`config.mk`:
```
export PLATFORM = sky130hd
export DESIGN_NAME = palette_lut
export DESIGN_NICKNAME = d
export VERILOG_FILES = /design/src/rtl/palette_pkg.sv /design/src/rtl/palette_fade.sv /design/src/rtl/palette_lut.sv
export SDC_FILE = /design/constraint.sdc
export NUM_CORES = 1
export LEC_CHECK = 0
export BUFFER_PORTS_ARGS = -buffer_cell sky130_fd_sc_hd__buf_2
export CAP_MARGIN = 40
export CORE_ASPECT_RATIO = 0.75
export CORE_MARGIN = 8
export CORE_UTILIZATION = 35
export DETAILED_ROUTE_END_ITERATION = 16
export SLEW_MARGIN = 20
export SYNTH_ARGS = -nofsm -noshare
export SYNTH_HDL_FRONTEND = slang
export SYNTH_SLANG_ARGS = --single-unit
```
`constraint.sdc`:
```
create_clock -name clk -period 3.7 [get_ports clk]
set_clock_uncertainty 0.2 [all_clocks]
set_input_delay 0.185 -clock clk [delete_from_list [all_inputs] [get_ports clk]]
set_output_delay 0.185 -clock clk [all_outputs]
set_load 0.02 [all_outputs]
```
`src/rtl/palette_pkg.sv`:
```
// Shared types and helpers for the palette lookup block.
// Default widths match the VGA pixel path (4-bit index, 4-bit channels, 2 banks).
package palette_pkg;

  localparam int PAL_IDX_W = 4;
  localparam int PAL_CH_W  = 4;
  localparam int PAL_BANKS = 2;

  typedef struct packed {
    logic [PAL_CH_W-1:0] r;
    logic [PAL_CH_W-1:0] g;
    logic [PAL_CH_W-1:0] b;
  } rgb_t;

  // Bank select width; a single-bank palette still carries a 1-bit select.
  function automatic int bk_w(input int banks);
    return (banks > 1) ? $clog2(banks) : 1;
  endfunction

  // Grey-ramp channel value for entry i, spread evenly across the channel range.
  function automatic int grey_level(input int i, input int idx_w, input int ch_w);
    return (i * ((1 << ch_w) - 1)) / ((1 << idx_w) - 1);
  endfunction

endpackage

```
`src/rtl/palette_fade.sv`:
```
// Single-stage brightness scaler: each channel becomes (c * (level + 1)) >> CH_W.
// Only instantiated when PALETTE_FADE_EN is defined.
module palette_fade #(
  parameter int CH_W = 4,
  localparam int RGB_W = 3 * CH_W
) (
  input  logic             clk_i,
  input  logic             rst_ni,
  input  logic             valid_i,
  input  logic [RGB_W-1:0] rgb_i,
  input  logic [CH_W-1:0]  level_i,
  output logic             valid_o,
  output logic [RGB_W-1:0] rgb_o
);

  logic             valid_q;
  logic [RGB_W-1:0] rgb_q, rgb_d;

  function automatic logic [CH_W-1:0] scale(input logic [CH_W-1:0] c,
                                            input logic [CH_W-1:0] lvl);
    logic [2*CH_W-1:0] p;
    p = (2*CH_W)'(c) * ((2*CH_W)'(lvl) + (2*CH_W)'(1));
    return CH_W'(p >> CH_W);
  endfunction

  // Scale all three channels; blanked pixels stay black.
  always_comb begin
    rgb_d = '0;
    if (valid_i) begin
      rgb_d = {scale(rgb_i[3*CH_W-1:2*CH_W], level_i),
               scale(rgb_i[2*CH_W-1:CH_W],   level_i),
               scale(rgb_i[CH_W-1:0],        level_i)};
    end
  end

  // Output register; valid passes straight through one stage behind.
  always_ff @(posedge clk_i or negedge rst_ni) begin
    if (!rst_ni) begin
      valid_q <= 1'b0;
      rgb_q   <= '0;
    end else begin
      valid_q <= valid_i;
      rgb_q   <= rgb_d;
    end
  end

  assign valid_o = valid_q;
  assign rgb_o   = rgb_q;

endmodule

```
`src/rtl/palette_lut.sv`:
```
// Multi-bank runtime-programmable colour palette with frame-aligned bank switching.
// Define PALETTE_FADE_EN to add the fade_level port and a brightness stage (latency 2).
module palette_lut
  import palette_pkg::*;
#(
  parameter int IDX_W = PAL_IDX_W,
  parameter int CH_W  = PAL_CH_W,
  parameter int BANKS = PAL_BANKS,
  localparam int BK_W  = bk_w(BANKS),
  localparam int DEPTH = 1 << IDX_W,
  localparam int RGB_W = 3 * CH_W
) (
  input  logic             clk,
  input  logic             reset_n,
  input  logic             pix_valid,
  input  logic [IDX_W-1:0] pix_index,
  input  logic             frame_start,
  input  logic             bank_req,
  input  logic [BK_W-1:0]  bank_req_sel,
  input  logic             wr_en,
  input  logic [BK_W-1:0]  wr_bank,
  input  logic [IDX_W-1:0] wr_addr,
  input  logic [RGB_W-1:0] wr_rgb,
`ifdef PALETTE_FADE_EN
  input  logic [CH_W-1:0]  fade_level,
`endif
  output logic             out_valid,
  output logic [CH_W-1:0]  red,
  output logic [CH_W-1:0]  green,
  output logic [CH_W-1:0]  blue,
  output logic [BK_W-1:0]  active_bank
);

  logic [RGB_W-1:0] pal_q [BANKS][DEPTH];
  logic [BK_W-1:0]  active_bank_q, pending_q;
  logic             s1_valid_q, s1_valid_d;
  logic [RGB_W-1:0] s1_rgb_q, s1_rgb_d;
  logic             wr_ok, req_ok;
  logic             out_v;
  logic [RGB_W-1:0] out_rgb;

  function automatic logic [RGB_W-1:0] grey_entry(input int i);
    logic [CH_W-1:0] c;
    c = CH_W'(grey_level(i, IDX_W, CH_W));
    return {c, c, c};
  endfunction

  // Selects naming a non-existent bank are dropped.
  assign wr_ok  = wr_en    && (32'(wr_bank)      < BANKS);
  assign req_ok = bank_req && (32'(bank_req_sel) < BANKS);

  // Palette storage: grey ramp on reset, single-entry writes afterwards.
  always_ff @(posedge clk or negedge reset_n) begin
    if (!reset_n) begin
      for (int b = 0; b < BANKS; b++) begin
        for (int i = 0; i < DEPTH; i++) begin
          pal_q[b][i] <= grey_entry(i);
        end
      end
    end else if (wr_ok) begin
      pal_q[wr_bank][wr_addr] <= wr_rgb;
    end
  end

  // Bank double-buffer: frame_start promotes the pending bank seen before this edge,
  // so a request in the same cycle only lands for the following frame.
  always_ff @(posedge clk or negedge reset_n) begin
    if (!reset_n) begin
      active_bank_q <= '0;
      pending_q     <= '0;
    end else begin
      if (frame_start) active_bank_q <= pending_q;
      if (req_ok)      pending_q     <= bank_req_sel;
    end
  end

  // Lookup reads the pre-write contents and the currently registered bank.
  always_comb begin
    s1_valid_d = pix_valid;
    s1_rgb_d   = '0;
    if (pix_valid) s1_rgb_d = pal_q[active_bank_q][pix_index];
  end

  // Stage-1 lookup register.
  always_ff @(posedge clk or negedge reset_n) begin
    if (!reset_n) begin
      s1_valid_q <= 1'b0;
      s1_rgb_q   <= '0;
    end else begin
      s1_valid_q <= s1_valid_d;
      s1_rgb_q   <= s1_rgb_d;
    end
  end

`ifdef PALETTE_FADE_EN
  palette_fade #(.CH_W(CH_W)) u_fade (
    .clk_i   (clk),
    .rst_ni  (reset_n),
    .valid_i (s1_valid_q),
    .rgb_i   (s1_rgb_q),
    .level_i (fade_level),
    .valid_o (out_v),
    .rgb_o   (out_rgb)
  );
`else
  assign out_v   = s1_valid_q;
  assign out_rgb = s1_rgb_q;
`endif

  assign out_valid   = out_v;
  assign red         = out_rgb[3*CH_W-1:2*CH_W];
  assign green       = out_rgb[2*CH_W-1:CH_W];
  assign blue        = out_rgb[CH_W-1:0];
  assign active_bank = active_bank_q;

endmodule

```
# After elaboration in Yosys (flattened, before gate mapping)
# Cells that the tools add are included.
[totals]
reg_bits = 399
inputBits = 28
output_inout_bits = 14
wordCells = 60
[op_classes]
n_lt_le_gt_ge = 6
muxes = 12
bitwise_logic = 4
reduce_logical = 2
[op_table]
columns = ["operator", "count"]
rows = [
  ["$mux 192", 4],
  ["$bwmux 384", 1],
  ["$demux 192 s1", 1],
  ["$bmux 12 s4", 1],
  ["$demux 12 s4", 1],
  ["$mux 12", 4],
  ["$ge 5x5->1 const B", 2],
  ["$not 4->5", 2],
  ["$lt 5x1->1 const B", 1],
  ["$ge 2x2->1 const B", 2],
  ["$not 1->2", 2],
  ["$logic_and 1x1->1", 2],
  ["$lt 2x1->1 const B", 1],
]

# Longest topological paths before layout
# Gate-level depths: netlist of the first run.
[depth]
word_depth = 8
ltp_mapped = 8
depth_no_buf = 4

# Least setup slack after synthesis of the first run
# OpenSTA, ideal clock, no wires.
[synth_timing]
kind = "reg-to-reg"
from = "register active_bank_q (netlist: active_bank)"
to = "register s1_rgb_q[2] (netlist: out_rgb[2])"
setup_ps = 138
t_arrival_ps = 1780
required_ps = 3362
slack_ps = 1581
stages_incl_launch_ff = 6
n_path_buf = 1
period_less_slack_ps = 2119
cell_sequence = "dfrtp_1 -> buf_2 -> mux4_2 -> mux2_2 -> o221ai_1 -> a31oi_1"
[synth_between]
elab_chain_cells = 8
[synth_rtl]
columns = ["element", "line", "rtl"]
rows = [
  ["start: declaration", "palette_lut.sv:35", "logic [BK_W-1:0] active_bank_q, pending_q;"],
  ["start signal: assignment", "palette_lut.sv:72", "if (frame_start) active_bank_q <= pending_q;"],
  ["$not 1->2 (not written as such)", "palette_lut.sv:81", "if (pix_valid) s1_rgb_d = pal_q[active_bank_q][pix_index];"],
  ["$mux 192 (not written as such) (3 in a row)", "palette_lut.sv:81", ""],
  ["$bmux 12 s4", "palette_lut.sv:81", ""],
  ["$mux 12 (not written as such) (2 in a row)", "palette_lut.sv:81", ""],
  ["$mux 12", "palette_lut.sv:81", ""],
  ["net s1_rgb_d[2]", "palette_lut.sv:37", "logic [RGB_W-1:0] s1_rgb_q, s1_rgb_d;"],
  ["end signal: assignment", "palette_lut.sv:91", "s1_rgb_q <= s1_rgb_d;"],
  ["end: declaration", "palette_lut.sv:37", ""],
]
# The timed path passes the listed nets, and every way through them passes these cells. The select of a mux whose other input is x is not followed.
# A chain may end at the register's enable or synchronous reset.

# Worst setup path in the final report of the first run
[layout_timing]
from = "register active_bank_q (netlist: active_bank)"
to = "register s1_rgb_q[8] (netlist: out_rgb[8])"
# Same word-level chain as after synthesis.

==> results of run 1 <==
power groups by stage:
stage	clock [mW]	sequential [mW]	combinational, mW
2_1_floorplan	0	5.82	1.44
5_1_grt	4.28	6.03	2.09
3_5_place_dp	0	5.98	1.94
6_report	4.00	5.92	1.93
3_3_place_gp	0	5.95	1.89
4_1_cts	4.11	5.91	1.95
layer usage:
layer,vias to the layer above,share of wire,track usage
li1,4324,-,-
met1,5650,0.48,0.233
met2,217,0.43,0.227
met3,79,0.068,0.0486
met4,8,0.022,0.0362
met5,-,0.0011,0
repair_timing:
| item | CTS | global route |
|---|---|---|
| setup buffers | 0 | 0 |
| hold endpoints to repair | 115 | 0 |
| hold buffers | 7 | 0 |
| gates resized for setup | 0 | 0 |
cells in the final DEF (no fill, tap or decap), types with 4 or more instances in the layout:
cell type,instances
sky130_fd_sc_hd__nor2_1,16
sky130_fd_sc_hd__nand2b_1,4
sky130_fd_sc_hd__clkbuf_8,5
sky130_fd_sc_hd__a221oi_1,9
sky130_fd_sc_hd__mux2_2,403
sky130_fd_sc_hd__mux4_2,63
sky130_fd_sc_hd__mux2_1,6
sky130_fd_sc_hd__dfstp_2,192
sky130_fd_sc_hd__buf_4,31
sky130_fd_sc_hd__nor3_2,4
sky130_fd_sc_hd__mux4_1,19
sky130_fd_sc_hd__mux2i_1,24
sky130_fd_sc_hd__a31oi_1,12
sky130_fd_sc_hd__clkbuf_1,14
sky130_fd_sc_hd__clkinv_2,8
sky130_fd_sc_hd__buf_12,7
sky130_fd_sc_hd__dfrtp_1,206
sky130_fd_sc_hd__clkbuf_16,42
sky130_fd_sc_hd__o221ai_1,12
sky130_fd_sc_hd__dlygate4sd3_1,7
sky130_fd_sc_hd__buf_2,38
sky130_fd_sc_hd__a22oi_1,12
sky130_fd_sc_hd__o21ai_0,9
sky130_fd_sc_hd__nand2_1,21
final timing paths:
path	depth (start not counted)	from	end	slack (ps)
setup reg to reg	5	active_bank$_DFFE_PN0P_	out_rgb[8]$_DFF_PN0_	1040
setup / recovery	5	active_bank$_DFFE_PN0P_	out_rgb[8]$_DFF_PN0_	1040
min in group clk	3	wr_addr[1]	pal_q[143]$_DFFE_PN0P_	60
hold reg to reg	2	pending_q$_DFFE_PN0P_	active_bank$_DFFE_PN0P_	280
max in group asynchronous	3	reset_n	pal_q[10]$_DFFE_PN1P_	2230
hold / removal	2	reset_n	active_bank$_DFFE_PN0P_	50
state kept, by name (all words and copies together), names as in the netlist:
register	cells
pending_q	1
out_valid	1
pal_q	384
active_bank	1
out_rgb	12
cell type report:
| type | instances | area, sq um | share of cell area |
|---|---|---|---|
| clock buffers | 61 | 1170 | 0.0567 |
| repair buffers | 86 | 674 | 0.0326 |
| diodes | 3 | 7.51 | 0.000363 |
| inverters | 1 | 3.75 | 0.000182 |
| well taps | 703 | 880 | 0.0426 |
| multi-input cells | 638 | 7590 | 0.368 |
| clock inverters | 10 | 100 | 0.00485 |
| flip-flops and latches | 399 | 10200 | 0.495 |
cell families after synthesis:
group,Yosys count,synth area share
AO/OA/AOI/OAI,58,0.0231
buffers and inverters,109,0.0334
flip-flops,399,0.556
multiplexers,517,0.370
AND/OR/NAND/NOR,63,0.0174
critical path: cells and delay by family (launching register included):
family,cells,cell delay [ps]
flops,1,550
buf+inv,1,340
mux,2,910
compound gates,2,480
==> flow_summary.json, run 1 <==
{
  "post-route-cell-area_sq_um": 20700,
  "yosysMostFrequentCell": "sky130_fd_sc_hd__mux2_2",
  "cts-buffers-inserted": 39,
  "clk_pin_slew_worst_paths_ps": 60,
  "cp_cell_sequence": "buf_4 > mux4_2 > mux2_2 > o221ai_1 > a31oi_1",
  "crit_slowest_cell": "sky130_fd_sc_hd__dfrtp_2",
  "synthesized_area_sq_um": 18400,
  "power_switching_mw": 2.92,
  "insertion_delay_ps": 540,
  "layout.nets": 1193,
  "number_of_synthesized_register_bits": 399,
  "floorplan.initialDensity": 0.356,
  "synthArstFlopShare": 1.00,
  "timing.critical_path.required_ps": 3870,
  "grt_start_max_net_pins": 100,
  "leakage_nw": 8.61,
  "core_area_sq_um": 51700,
  "portBuffers": 41,
  "synth.cells.most_frequent": "403 x sky130_fd_sc_hd__mux2_2, 207 x sky130_fd_sc_hd__dfrtp_1, 192 x sky130_fd_sc_hd__dfstp_2",
  "yosysWarningCount": 0,
  "synth_area_leader_cell": "sky130_fd_sc_hd__dfrtp_1",
  "fmax_mhz": 376,
  "hpwl_um": 30200,
  "top_post_synthesis_cells_by_area": "sky130_fd_sc_hd__dfrtp_1 28%, sky130_fd_sc_hd__dfstp_2 27%, sky130_fd_sc_hd__mux2_2 25%, sky130_fd_sc_hd__mux4_2 7.7%, sky130_fd_sc_hd__mux4_1 2.7%",
  "utilization": 0.400,
  "share_of_the_yosys_chip_area_belonging_to_registers": 0.556,
  "floorplan.die.width_um": 281,
  "first_pass_drt_iterations": 7,
  "globalplace.congestion": 0.799,
  "finalNonFillerCells": 1901,
  "cellInternalPower_mw": 8.93,
  "rsz0062_at_grt": "false",
  "placed_cells_incl_taps": 1818,
  "fin_crit_ps": 2660,
  "die_area_sq_um": 60200,
  "power.share.switching": 0.246,
  "cts_tree": "built",
  "power.density_cell_area_nw_per_um2": 574,
  "first_iteration_detailed_routing_drc_count": 670,
  "timing_worst_setup_path_type": "reg -> reg",
  "tightest_slew_ps": 968,
  "post_synth_inst_count": 1146,
  "crit_fanout": 12,
  "n_fill_cell": 4809,
  "synth_largest_type_area_fraction": 0.282,
  "sequential_group_share_of_total_power": 0.499,
  "worstSetupStartpointType": "register",
  "grt_util_all_layers": 0.159,
  "syn_area_per_cell_sq_um": 16.1,
  "std_cell_rows": 72,
  "global_route_wire_length_before_repair_um": 73200,
  "hold_class": "in -> async",
  "finalSetupViolCount": 0,
  "cts_max_level": 2,
  "global_route.overflow_total": 0,
  "timing.setup.tns_ps": 0,
  "die_height_um": 215,
  "via_count": 10278,
  "number_of_antenna_violations_at_the_first_check_in_global_routing": 6,
  "synth_edf_count": 0,
  "critical_path.max_stage_delay_ps": 550,
  "cp_data_arrival_time_ps": 2830,
  "clock_tree.root_cell": "sky130_fd_sc_hd__clkbuf_16",
  "yosysUniqueCellTypes": 36,
  "relSlewSlack": 0.348,
  "ioPinCount": 42,
  "dpl_cell_area_sq_um": 19300,
  "post-layout-total-power_mw": 11.8,
  "power_frac_comb": 0.163,
  "areaGrowthSynthToFinish_pct": 12.3,
  "layout_worst_path_cycle_share": 0.719,
  "postRouteWirelength_um": 47700,
  "finalHoldViolCount": 0,
  "final.setup.worst_slack_ps": 1040,
  "number_of_vias_per_cell": 5.41,
  "ant_nets": 0,
  "drv_slew": 0,
  "syn_nets": 1174,
  "detail_route.wl_per_cell_um": 25.1,
  "max_cap_viol_count": 0,
  "cts_buffer_depth": 3,
  "number_of_drc_violations_after_detailed_routing": 0,
  "yosys_most_used_dff": "sky130_fd_sc_hd__dfrtp_1",
  "post_route_hold_slack_ps": 50.2,
  "cts_num_sinks": 399,
  "end_kind": "register",
  "layout-drive-gt1-share": 0.674,
  "p_clk_frac": 0.337,
  "vdd_drop_max_mv": 0.470,
  "grt_pass1_vias": 11011,
  "detailedPlace.worstSlack_ps": 791,
  "run_status": "finished, final reports clean"
}
(Power assumes the default switching activity.)
==> inputs of run 2 (changes only) <==
==> constraint.sdc (replaced) <==
create_clock -name clk -period 2.4 [get_ports clk]
set_clock_uncertainty 0.2 [all_clocks]
set_input_delay 0.12 -clock clk [delete_from_list [all_inputs] [get_ports clk]]
set_output_delay 0.12 -clock clk [all_outputs]
set_load 0.02 [all_outputs]
==> run 2 against run 1 <==
- clock-buffer cell count grew 9
- maximum frequency rose by 19%
- core utilization increased by 0.81 points
- power increased by 55%
- critical path type unchanged
==> flow_summary.json, run 2 (synthesis gave the netlist of run 1 again) <==
{
  "run_status": "finished, final reports clean",
  "most-common-layout-cells": "403 x sky130_fd_sc_hd__mux2_2, 206 x sky130_fd_sc_hd__dfrtp_1, 192 x sky130_fd_sc_hd__dfstp_2",
  "fmax_mhz": 446,
  "portBuffers": 41,
  "r2r_slack_ps": 160,
  "finalHoldViolCount": 0,
  "crit_fanout": 13,
  "timing.setup.tns_ps": 0,
  "areaGrowthSynthToFinish_pct": 14.6,
  "layout_worst_path_cycle_share": 0.935,
  "grt_start_max_net_pins": 74,
  "cts_max_level": 2,
  "critical_path.reg2reg.endpoint": "out_rgb[8]$_DFF_PN0_",
  "crit_slowest_cell": "sky130_fd_sc_hd__dfrtp_2",
  "finalSetupViolCount": 0,
  "utilization": 0.408,
  "cts-resized-gates": 0,
  "power.density_cell_area_nw_per_um2": 874,
  "relSlewSlack": 0.442,
  "number_of_antenna_violations_at_the_first_check_in_global_routing": 1,
  "vdd_drop_max_mv": 0.473,
  "std_cell_rows": 72,
  "tightest_slew_ps": 828,
  "cts_post_setup_buffers_inserted": 0,
  "first_iteration_detailed_routing_drc_count": 786,
  "number_of_drc_violations_after_detailed_routing": 0,
  "hold_class": "in -> reg",
  "post-layout-total-power_mw": 18.4,
  "insertion_delay_ps": 540,
  "ff_latch_area_sq_um": 10200,
  "timing.critical_path.mode_cell": "sky130_fd_sc_hd__buf_12",
  "cts_num_sinks": 399,
  "ant_nets": 0,
  "clk_pin_slew_worst_paths_ps": 60,
  "cts_buffer_depth": 3,
  "global_route.overflow_total": 0,
  "floorplan.initialDensity": 0.356,
  "fin_crit_ps": 2240,
  "hpwl_um": 29900,
  "cts-buffers-inserted": 40,
  "globalplace.congestion": 0.793,
  "cp_cell_sequence": "buf_12 > inv_2 > buf_12 > mux2_2 > o221ai_1 > a31oi_1",
  "clock_tree.root_cell": "sky130_fd_sc_hd__clkbuf_16",
  "core_area_sq_um": 51700,
  "critical_path.max_stage_delay_ps": 450,
  "cts_tree": "built",
  "post_route_hold_slack_ps": 56.6,
  "leakage_nw": 8.84,
  "worstRegToRegCells": 6,
  "final_common_cell": "sky130_fd_sc_hd__mux2_2",
  "critPathCapture": "out_rgb[8]$_DFF_PN0_",
  "global_route_wire_length_before_repair_um": 71900,
  "number_of_vias_per_cell": 5.34,
  "grt_util_all_layers": 0.156,
  "timing.critical_path.required_ps": 2590,
  "max_cap_viol_count": 0,
  "rsz0062_at_grt": "false",
  "cp_data_arrival_time_ps": 2430,
  "register_with_the_most_flip_flops": "pal_q",
  "first_pass_drt_iterations": 5,
  "multiInputGateArea_sq_um": 7590,
  "timing_worst_setup_path_type": "reg -> reg",
  "die_area_sq_um": 60200,
  "die_height_um": 215,
  "reg2reg_start": "active_bank$_DFFE_PN0P_",
  "floorplan.die.width_um": 281,
  "end_kind": "register",
  "via_count": 10367,
  "grt_pass1_vias": 10853,
  "ioPinCount": 42,
  "layout.nets": 1235,
  "layout-drive-gt1-share": 0.686,
  "largest_reg_flops": 384,
  "detail_route.wl_per_cell_um": 24.2,
  "postRouteWirelength_um": 47100,
  "worstSetupStartpointType": "register",
  "drv_slew": 0,
  "n_fill_cell": 4753,
  "critical_path.startpoint": "active_bank$_DFFE_PN0P_"
}
-- run 2: cell count changes in the layout (fill, tap and decap cells not counted), moves of 2 or more --
cell	before	now
sky130_fd_sc_hd__buf_12	7	13
sky130_fd_sc_hd__buf_4	31	67
sky130_fd_sc_hd__bufinv_16	2	0
sky130_fd_sc_hd__clkbuf_8	5	16
sky130_fd_sc_hd__clkinv_2	8	2
sky130_fd_sc_hd__diode_2	3	1
sky130_fd_sc_hd__inv_6	0	2
-- run 2: worst max-delay path, delay by kind of cell, from the launching register on --
family | cells | cell delay, ps
buffers and inverters | 3 | 590
AOI/OAI and AO/OA | 2 | 430
muxes | 1 | 410
DFF | 1 | 450
-- run 2: worst min-delay path by stage --
stage | from | to | slack, ps | cells after the start
5_1_grt | wr_addr[1] | pal_q[134]$_DFFE_PN1P_ | 40 | 3
4_1_cts | wr_addr[1] | pal_q[134]$_DFFE_PN1P_ | 20 | 3
3_3_place_gp | reset_n | pal_q[171]$_DFFE_PN0P_ | -50 | 1
6_report | wr_addr[1] | pal_q[132]$_DFFE_PN0P_ | 60 | 3
2_1_floorplan | reset_n | active_bank$_DFFE_PN0P_ | -380 | 0
3_5_place_dp | reset_n | pal_q[171]$_DFFE_PN0P_ | -50 | 1
-- run 2: where the power goes --
part	leakage [nW]	internal (mW)	total, mW	switching (mW)
Combinational	3.54	1.80	3.07	1.27
Sequential	4.65	8.47	9.12	0.648
Clock	0.653	3.66	6.23	2.58
-- run 2: area by class of cell --
class                   instances  share of cell area
flip-flops and latches        399               0.485
multi-input cells             638               0.360
clock buffers                  70              0.0614
repair buffers                127              0.0497
well taps                     703              0.0417
clock inverters                 4             0.00131
inverters                       1            0.000178
diodes                          1            0.000119
-- run 2: metrics by stage --
step,instances,cell area (sq um),setup WS [ps]
floorplan,1146,18400,281
global placement,1860,19700,163
detailed placement,1860,19700,173
CTS,1943,21100,102
global route,1942,21100,76.3
finish,1943,21100,157
-- run 2: what timing repair did --
| item | in CTS | in global routing |
|---|---|---|
| hold buffers | 9 | 0 |
| hold endpoints to repair | 241 | 0 |
| endpoints found under the setup margin | 0 | 9 |
-- run 2: per-layer routing --
metal | up-vias | global-route usage | share of wire
li1 | 4422 | - | -
met1 | 5639 | 0.229 | 0.48
met2 | 242 | 0.228 | 0.44
met3 | 62 | 0.0464 | 0.064
met4 | 2 | 0.0292 | 0.014
met5 | - | 0 | 0.00028
==> inputs of run 3 (changes only) <==
==> constraint.sdc (replaced) <==
create_clock -name clk -period 2.65 [get_ports clk]
set_clock_uncertainty 0.2 [all_clocks]
set_input_delay 0.1325 -clock clk [delete_from_list [all_inputs] [get_ports clk]]
set_output_delay 0.1325 -clock clk [all_outputs]
set_load 0.02 [all_outputs]
==> run 3 against run 2 <==
- core utilization is 0.24 points lower
- via count is 1.5% lower
- clock power is 7.2% lower
- flip-flop and latch count stayed put
- hold slack better by 6.0 ps
- die area stayed put
- register-to-register slack better by 240 ps
- sequential power is 9.4% lower
- combinational power is 10% lower
- setup slack better by 240 ps
- routed wire length is 0.63% lower
- maximum frequency is 0.53% lower
- critical endpoint is now out_rgb[9]$_DFF_PN0_
- largest power group unchanged
==> flow_summary.json, run 3 (synthesis gave the netlist of run 1 again) <==
{
  "die_area_sq_um": 60200,
  "max_cap_viol_count": 0,
  "relSlewSlack": 0.518,
  "leakage_nw": 8.78,
  "final.setup.worst_slack_ps": 395,
  "ant_nets": 0,
  "globalplace.congestion": 0.790,
  "worstRegToRegCells": 5,
  "grt_util_all_layers": 0.155,
  "cts-resized-gates": 0,
  "global_route_wire_length_before_repair_um": 71700,
  "met1_length_um": 23100,
  "clock_tree.root_cell": "sky130_fd_sc_hd__clkbuf_16",
  "layout-drive-gt1-share": 0.684,
  "first_pass_drt_iterations": 4,
  "worst_hold_startpoint": "wr_rgb[0]",
  "register_with_the_most_flip_flops": "pal_q",
  "std_cell_rows": 72,
  "critical_path.startpoint": "active_bank$_DFFE_PN0P_",
  "grt_start_max_net_pins": 75,
  "layout.nets": 1224,
  "reg2reg_start": "active_bank$_DFFE_PN0P_",
  "timing.critical_path.required_ps": 2830,
  "detailedPlace.worstSlack_ps": 339,
  "finalNonFillerCells": 1930,
  "number_of_vias_per_cell": 5.29,
  "cts_max_level": 2,
  "met3RoutedLength_um": 2430,
  "floorplan.die.width_um": 281,
  "hpwl_um": 29400,
  "finalHoldViolCount": 0,
  "rsz0062_at_grt": "false",
  "vdd_drop_max_mv": 0.532,
  "fin_crit_ps": 2250,
  "crit_fanout": 24,
  "most-common-layout-cells": "403 x sky130_fd_sc_hd__mux2_2, 206 x sky130_fd_sc_hd__dfrtp_1, 192 x sky130_fd_sc_hd__dfstp_2",
  "first_iteration_detailed_routing_drc_count": 703,
  "insertion_delay_ps": 540,
  "n_fill_cell": 4739,
  "timing.setup.tns_ps": 0,
  "timing_worst_setup_path_type": "reg -> reg",
  "portBuffers": 41,
  "hold_class": "in -> reg",
  "run_status": "finished, final reports clean",
  "detail_route.wl_per_cell_um": 24.3,
  "cp_cell_sequence": "buf_12 > mux4_2 > mux2_2 > o221ai_1 > a31oi_1",
  "crit_slowest_cell": "sky130_fd_sc_hd__mux4_2",
  "postRouteWirelength_um": 46800,
  "final_common_cell": "sky130_fd_sc_hd__mux2_2",
  "power.density_cell_area_nw_per_um2": 801,
  "areaGrowthSynthToFinish_pct": 13.9,
  "core_area_sq_um": 51700,
  "tightest_slew_ps": 723,
  "timing.hold.worst_path_depth": 2,
  "end_kind": "register",
  "layout_worst_path_cycle_share": 0.851,
  "met2_length_um": 20400,
  "grt_pass1_vias": 10952,
  "cts_buffer_depth": 3,
  "cts_tree": "built",
  "critical_path.max_stage_delay_ps": 540,
  "global_route.overflow_total": 0,
  "top_layer": "met5",
  "utilization": 0.405,
  "cts_num_sinks": 399,
  "worstSetupStartpointType": "register",
  "via_count": 10209,
  "cp_data_arrival_time_ps": 2430,
  "number_of_antenna_violations_at_the_first_check_in_global_routing": 2,
  "number_of_drc_violations_after_detailed_routing": 0,
  "cts-buffers-inserted": 40,
  "floorplan.initialDensity": 0.356,
  "finalSetupViolCount": 0,
  "clk_pin_slew_worst_paths_ps": 60,
  "die_height_um": 215,
  "largest_reg_flops": 384,
  "drv_slew": 0,
  "ioPinCount": 42,
  "fmax_mhz": 443,
  "placed_cells_incl_taps": 1848,
  "cts_post_setup_buffers_inserted": 0
}
## run 3: cell count changes in the layout (fill, tap and decap cells not counted), sizes merged
cell,previous run,this run
bufinv,0,4
clkbuf,70,59
inv,3,1
buf,119,107
dlygate4sd3,8,9
clkinv,2,9
## run 3: where the power goes
group | internal (mW) | switching [mW]
clock network | 3.43 | 2.35
logic | 1.61 | 1.14
registers | 7.67 | 0.589
## run 3: worst paths after layout
kind	to	slack, ps
min in group asynchronous	pal_q[159]$_DFFE_PN0P_	510
setup / recovery	out_rgb[9]$_DFF_PN0_	400
hold reg to reg	pal_q[146]$_DFFE_PN0P_	290
max in group asynchronous	pal_q[1]$_DFFE_PN1P_	820
setup reg to reg	out_rgb[9]$_DFF_PN0_	400
hold / removal	pal_q[312]$_DFFE_PN1P_	60
## run 3: final cells by class
| class | instances | area [sq um] | area share |
|---|---|---|---|
| Clock buffer | 59 | 1160 | 0.0555 |
| Sequential cell | 399 | 10200 | 0.488 |
| Clock inverter | 13 | 165 | 0.00788 |
| Inverter | 1 | 3.75 | 0.000179 |
| Tap cell | 703 | 880 | 0.0420 |
| Antenna cell | 1 | 2.50 | 0.000119 |
| Multi-Input combinational cell | 638 | 7590 | 0.362 |
| Timing Repair Buffer | 116 | 918 | 0.0438 |
## run 3: repair_timing
item                                    CTS  global route
hold buffers                              9             0
endpoints found under the hold margin   246             0
endpoints found under the setup margin    0             0
## run 3: routing by layer
layer / vias to the layer above / global-route usage
li1: 4381 / -
met1: 5568 / 0.230
met2: 193 / 0.227
met3: 63 / 0.0376
met4: 4 / 0.0294
met5: - / 0
## run 3: worst max-delay path, delay by kind of cell (launching register included)
family          cells  cell delay, ps
buf+inv             1             230
mux                 2             880
flops               1             390
compound gates      2             380
## run 3: per-stage QoR
step / hold slack (ps) / cell area (sq um) / power, mW
finish: 62.7 / 21000 / 16.8
global route: 63.1 / 21000 / 17.6
CTS: 43.0 / 21000 / 16.9
detailed placement: -44.8 / 19500 / 11.1
global placement: -58.0 / 19500 / 11.0
floorplan: -363 / 18400 / 10.1
